--- src/rtl/key_expansion_ctrl_192.sv ---
// AES-192 key schedule sequencer: captures the key and writes w[0..51] into key memory via the word datapath.
// Latency: start to done is 53 cycles; one word is written per cycle, gap-free. Optional KEYEXP_RK_NOTIFY_EN.
// Backpressure: none. The memory must accept one write per cycle, and start is ignored outside IDLE.
module key_expansion_ctrl_192 #(
    parameter int NWORDS = 52,
    parameter int NK     = 6
) (
    input  logic         clk,
    input  logic         rst,
    input  logic         start,
    input  logic [191:0] key_in,
    output logic [5:0]   wg_i,
    output logic [31:0]  wg_prev_word,
    output logic [31:0]  wg_prev_period,
    input  logic [31:0]  wg_current_word,
    output logic         wr_en,
    output logic [5:0]   wr_addr,
    output logic [31:0]  wr_data,
    output logic         busy,
`ifdef KEYEXP_RK_NOTIFY_EN
    output logic         rk_valid,
    output logic [3:0]   rk_idx,
`endif
    output logic         done
);

    typedef enum logic [1:0] {S_IDLE, S_LOAD, S_EXPAND, S_DONE} state_t;

    state_t            state, state_nxt;
    logic [5:0]        cnt;
    logic [5:0][31:0]  win;

    always_comb begin
        state_nxt = state;
        case (state)
            S_IDLE:   if (start) state_nxt = S_LOAD;
            S_LOAD:   if (cnt == 6'(NK - 1)) state_nxt = S_EXPAND;
            S_EXPAND: if (cnt == 6'(NWORDS - 1)) state_nxt = S_DONE;
            S_DONE:   state_nxt = S_IDLE;
            default:  state_nxt = S_IDLE;
        endcase
    end

    // Window is win[0]=w[i-6] ... win[5]=w[i-1] while expanding.
    assign wg_i           = (state == S_EXPAND) ? cnt : 6'd0;
    assign wg_prev_word   = win[5];
    assign wg_prev_period = win[0];

    always_ff @(posedge clk) begin
        if (rst) begin
            state   <= S_IDLE;
            cnt     <= '0;
            win     <= '0;
            wr_en   <= 1'b0;
            wr_addr <= '0;
            wr_data <= '0;
            busy    <= 1'b0;
            done    <= 1'b0;
        end else begin
            state <= state_nxt;
            done  <= 1'b0;
            case (state)
                S_IDLE: begin
                    wr_en <= 1'b0;
                    busy  <= 1'b0;
                    if (start) begin
                        cnt <= '0;
                        for (int k = 0; k < NK; k++)
                            win[k] <= key_in[191 - 32*k -: 32];
                    end
                end
                S_LOAD: begin
                    wr_en   <= 1'b1;
                    wr_addr <= cnt;
                    wr_data <= win[cnt[2:0]];
                    busy    <= 1'b1;
                    cnt     <= cnt + 6'd1;
                end
                S_EXPAND: begin
                    wr_en   <= 1'b1;
                    wr_addr <= cnt;
                    wr_data <= wg_current_word;
                    busy    <= 1'b1;
                    for (int k = 0; k < NK - 1; k++)
                        win[k] <= win[k+1];
                    win[NK-1] <= wg_current_word;
                    if (cnt != 6'(NWORDS - 1))
                        cnt <= cnt + 6'd1;
                end
                S_DONE: begin
                    wr_en <= 1'b0;
                    busy  <= 1'b0;
                    done  <= 1'b1;
                end
                default: begin
                    wr_en <= 1'b0;
                    busy  <= 1'b0;
                end
            endcase
        end
    end

`ifdef KEYEXP_RK_NOTIFY_EN
    // Round key r is complete when word 4r+3 is written.
    always_ff @(posedge clk) begin
        if (rst) begin
            rk_valid <= 1'b0;
            rk_idx   <= '0;
        end else begin
            rk_valid <= ((state == S_LOAD) || (state == S_EXPAND)) && (cnt[1:0] == 2'b11);
            rk_idx   <= cnt[5:2];
        end
    end
`endif

endmodule

--- config.mk ---
export PLATFORM = sky130hd
export DESIGN_NAME = key_expansion_ctrl_192
export DESIGN_NICKNAME = d
export VERILOG_FILES = /design/src/rtl/key_expansion_ctrl_192.sv
export SDC_FILE = /design/constraint.sdc
export NUM_CORES = 1
export LEC_CHECK = 0
export BUFFER_PORTS_ARGS = -buffer_cell sky130_fd_sc_hd__buf_2
export CAP_MARGIN = 10
export CORE_ASPECT_RATIO = 1.4
export CORE_MARGIN = 2
export CORE_UTILIZATION = 30
export CTS_BUF_LIST = sky130_fd_sc_hd__clkbuf_4 sky130_fd_sc_hd__clkbuf_8
export DETAILED_ROUTE_END_ITERATION = 8
export GPL_ROUTABILITY_DRIVEN = 0
export PLACE_DENSITY = 0.52
export SLEW_MARGIN = 5
export SYNTH_ARGS = -nofsm -noshare
export SYNTH_HDL_FRONTEND = slang
export SYNTH_SLANG_ARGS = --single-unit
--- constraint.sdc ---
create_clock -name clk -period 2.65 [get_ports clk]
set_input_delay 0 -clock clk [delete_from_list [all_inputs] [get_ports clk]]
set_output_delay 0 -clock clk [all_outputs]
set_load 0.05 [all_outputs]
# Word-level counts from Yosys, hierarchy flattened

Cells that the tools add are included.
W data, S select, Z words.

Add/sub/neg operators: 1
Multipliers: 0
Div/mod/pow operators: 0
Order comparisons: 1
Equality and inequality tests: 10
Shift-type cells: 0
Mux-type cells: 15
Bitwise operators: 0
Reduce and logical (&&, ||, !) cells: 9

Operators with widths:

| cell                  | number |
|---|---|
| $pmux W192 S2         | 1 |
| $mux W192             | 1 |
| $bmux W32 S3          | 1 |
| $pmux W32 S2          | 1 |
| $mux W32              | 1 |
| $mux W6               | 3 |
| $pmux W6 S3           | 1 |
| $pmux W2 S4           | 1 |
| $add A6 B1 Y6 const B | 1 |
| $eq A6 B3 Y1 const B  | 1 |
| $eq A6 B6 Y1 const B  | 1 |
| $mux W2               | 3 |
| $ne A2 B2 Y1 const B  | 3 |
| $ne A6 B6 Y1 const B  | 1 |
| $reduce_and A3 Y1     | 2 |
| $eq A2 B2 Y1 const B  | 2 |
| $lt A3 B4 Y1 const B  | 1 |
| $reduce_bool A2 Y1    | 2 |
| $reduce_or A2 Y1      | 2 |
| $reduce_bool A3 Y1    | 1 |
| $eq A2 B1 Y1 const B  | 1 |
| $logic_not A2 Y1      | 1 |
| $ne A2 B1 Y1 const B  | 1 |
| $pmux W1 S2           | 1 |
| 2 further kinds       | 2 |

Register bits after elaboration: 240
Latch bits: 0
Memory bits (writable): 0
Bits in read-only memories: 0
Input port bits: 227
Output and inout bits: 111
Logic and storage cells: 48
Memories: 0

# Depth between registers and ports, before layout

Depth after elaboration: 3
Depth in mapped cells: 8
Gate-level depth less buffers: 6

# Worst setup path after synthesis

No wires, ideal clock.

Path kind: register -> register
Start point: register state[0]
End point: register cnt[5]
Library setup time: 0.074 ns
Arrival time: 2.107 ns
Data required time: 2.576 ns
Setup slack: 0.469 ns
Cell stages (with the launch flop): 8
Path buffers: 1
Clock period less this slack: 2.181 ns
Path through: dfxtp_1 > inv_1 > ha_1 > clkbuf_1 > and2_1 > a211o_1 > or4b_1 > a31oi_1

Longest elaborated chain between the ends: 3
Elaborated cells between the ends (all ways): 8
Classes of those cells: 4 x eq/ne; 1 x mux; 3 x reduce/logical

RTL lines:

| what                                                 | line | source |
|---|---|---|
| start, declared                                      | 29   | `state_t state, state_nxt;` |
| start signal, assigned                               | 60   | `state <= state_nxt;` |
| $eq A2 B2 Y1, or another cell as far along           | 62   | `case (state)` |
| $ne A2 B1 Y1 (no line), or another cell as far along | --   |  |
| $reduce_and A3 Y1 (no line)                          | --   |  |
| end signal, assigned                                 | 77   | `cnt <= cnt + 6'd1;` |
| end signal, assigned                                 | 88   | `cnt <= cnt + 6'd1;` |
| end, declared                                        | 30   | `logic [5:0] cnt;` |

Parallel ways exist; a longest one is shown, timed or not.
A chain may end at the register's enable or synchronous reset.

# Final worst setup path

Start point: register state[0]
End point: register win (netlist bit wg_prev_word[2])

Longest elaborated chain between the ends: 3
Elaborated cells between the ends (all ways): 6
Classes of those cells: 2 x eq/ne; 1 x mux; 3 x reduce/logical

RTL lines:

| what                                                         | line | source |
|---|---|---|
| $eq A2 B2 Y1 or $logic_not A2 Y1 (tied branches)             | 62   |  |
| $reduce_bool A2 Y1 (no line) or $ne A2 B2 Y1 (tied branches) | --   |  |
| $reduce_and A2 Y1 (no line)                                  | --   |  |
| end signal, assigned by index                                | 69   | `win[k] <= key_in[191 - 32*k -: 32];` |
| end signal, assigned by index                                | 85   | `win[k] <= win[k+1];` |
| end signal, assigned by index                                | 86   | `win[NK-1] <= wg_current_word;` |
| end, declared                                                | 31   | `logic [5:0][31:0] win;` |

Parallel ways exist; a longest one is shown, timed or not.

==> impl_metrics.csv <==
group,metric,value,unit
status,status,"completed",
worst_setup_path,cpPeakStageDelay,0.57,ns
worst_setup_path,arrival,2.85,ns
power_and_ir_drop,p_per_area,1166,nW/um^2
sta,setup_viol,0,
die,die-width,175.0,um
global_routing,antenna_found_initial,6,
clocking,cts_setup_buffers,0,
placement,port_buffers,337,
placement,dp_cells,2012,
routing,via_count,11650,
yosys,synth_seq_area_share,0.3913,
sta,tns,0,ns
yosys,avgSynthCellArea,9.417,um^2
min_path,hold_class,"input port to register",
cells_and_area,syn_to_final_growth,42.22,%
routing,drt_iter0_drc,525,
yosys,synth_fp_nets,1538,
sta,tightest_slew,0.8082,ns
power_and_ir_drop,ir_drop,0.5800,mV
clocking,cts_max_level,2,
sta,drv_slew,0,
worst_setup_path,slowest_stage,"dlygate4sd3_1",
clocking,clk_pin_slew,0.06,ns
yosys,ys_async_sr_fraction,0,
routing,vias_per_cell,4.983,
clocking,numCtsBuffers,42,
routing,wl_per_cell,18.28,um
sta,relSlewSlack,0.4612,
die,die_y,243.4,um
sta,fmax,0.4144,GHz
die,dieArea,42590,um^2
die,io-pin-count,338,
sta,min_period,2.413,ns
cells_and_area,final_cell_mix,"buf_2, dlygate4sd3_1, dfxtp_1, nor2_1, mux2i_1",
clocking,worstSkewPairLatency,0.56,ns
die,rows,87,
clocking,cts_num_sinks,240,
sta,finalWorstSetupSlack,0.2366,ns
global_routing,grt_overflow,0,
cells_and_area,layout_commonest_cell,"buf_2",
worst_setup_path,end_kind,"register",
sta,rsz0062_at_grt,"false",
worst_setup_path,worstPathRequired,3.09,ns
placement,hpwlAfterDp,26880,um
routing,wl,42730,um
global_routing,grt_max_degree,111,
sta,fin_skew,0.02472,ns
worst_setup_path,cp_cell_sequence,"inv_1 -> ha_4 -> buf_6 -> mux2i_1 -> dlygate4sd3_1 -> a211oi_1",
global_routing,grt_pass1_vias,11900,
cells_and_area,fin_nets,2004,
yosys,postSynthCellCount,1304,
placement,dp_slack,0.5787,ns
yosys,synth_area,12280,um^2
yosys,synth-main-ff-cell,"dfxtp_1",
run,drv_cap,0,
worst_setup_path,cp-start-kind,"register",
routing,ant_nets,0,
clocking,clock_path_buffers,3,
cells_and_area,stdcell_count,2338,
global_routing,grt_pass1_wl,65270,um
sta,timing.final.hold_violations,0,
yosys,synth_edf_count,0,
clocking,tritoncts,"built",
sta,whs,0.1191,ns
die,initial_core_util,0.3041,
power_and_ir_drop,total_power,20.36,mW
cells_and_area,drive_above_1_share,0.2647,
yosys,ys_warn_count,0,
routing,firstDrtPassIters,5,
worst_setup_path,path_class,"register to register",
routing,drc,0,
yosys,synth.distinct_cells,33,
die,core,40390,um^2
clocking,clock-root-buffer,"clkbuf_8",
sta,finalCritPeriodShare,0.9107,
yosys,ys_seq_elements,240,
power_and_ir_drop,p_leak,6.788,nW
global_routing,grt_usage,0.1929,
worst_setup_path,cp_max_fo,39,
## registers in the layout, indices dropped and copies added, names as in the netlist
signal	cells
busy	1
state	2
done	1
wr_addr	6
wg_prev_period	32
wr_data	32
win	128
wg_prev_word	32
cnt	6
## final cells by class
class,instances,area [um^2]
repair buffers,610,4542
flip-flops and latches,240,4811
multi-input cells,873,6506
well taps,534,668.1
inverters,3,11.26
clock buffers,69,868.3
clock inverters,3,42.54
diodes,6,15.01
fillers,3891,22920
## repair_timing
action	CTS	global route
endpoints found under the setup margin	0	8
hold buffers	247	0
hold endpoints to repair	224	0
resized for setup	0	2
## path summary, 6_finish.rpt
path	startpoint	to	slack (ns)	cells after the start
worst min-delay path	rst	wr_addr[3]	0.12	2
worst max-delay path	state[0]	wg_prev_word[2]	0.24	6
worst min register to register	wr_addr[0]	wr_addr[0]	0.50	2
worst max register to register	state[0]	wg_prev_word[2]	0.24	6
## metal layers
| metal | global-route usage | wire [um] |
|---|---|---|
| met1 | 0.2289 | 17620 |
| met2 | 0.3241 | 20660 |
| met3 | 0.03402 | 1919 |
| met4 | 0.1157 | 2517 |
| met5 | 0 | 13 |
## Yosys cell counts (all sizes together), types with 5 or more instances
cell	n	area, um^2
ha	7	87.58
nand2	8	30.03
nor2	233	874.6
buf	110	701.9
nand3	5	25.02
nor3	64	320.3
clkbuf	78	292.8
mux4	32	720.7
o22ai	31	193.9
a21oi	5	25.02
and2	8	50.05
dfxtp	240	4805
a211oi	194	1456
nor2b	35	219.0
mux2i	229	2292
## critical path: cells and delay by family, from the launching register on
kind | cells | cell delay (ns)
adder cells (fa/ha/maj) | 1 | 0.35
AO/OA/AOI/OAI | 1 | 0.25
flip-flops | 1 | 0.33
buffers and inverters | 3 | 1.22
multiplexers | 1 | 0.14
## kinds of logic (layout without fill, tap and decap cells)
| group | after synthesis | count (layout) | share of synthesized area |
|---|---|---|---|
| fa+ha+maj | 7 | 7 | 0.007132 |
| simple gates | 365 | 365 | 0.1313 |
| compound gates | 238 | 238 | 0.1411 |
| other cells | 0 | 6 | 0 |
| flops | 240 | 240 | 0.3913 |
| mux | 263 | 263 | 0.2472 |
| buf+inv | 191 | 685 | 0.08192 |
## per-stage QoR
stage,cell area [um^2],util
after floorplan,12280,-
after CTS,17410,0.4312
after global routing,17460,0.4324
after global placement,14030,0.3474
after detailed placement,14030,0.3474
final,17460,0.4324
## power breakdown
part / switching, mW / internal, mW
clock network: 1.55 / 2.15
logic: 6.38 / 4.17
registers: 1.13 / 4.99
total: 9.05 / 11.3
No activity file was read; power rests on OpenSTA's default activity.
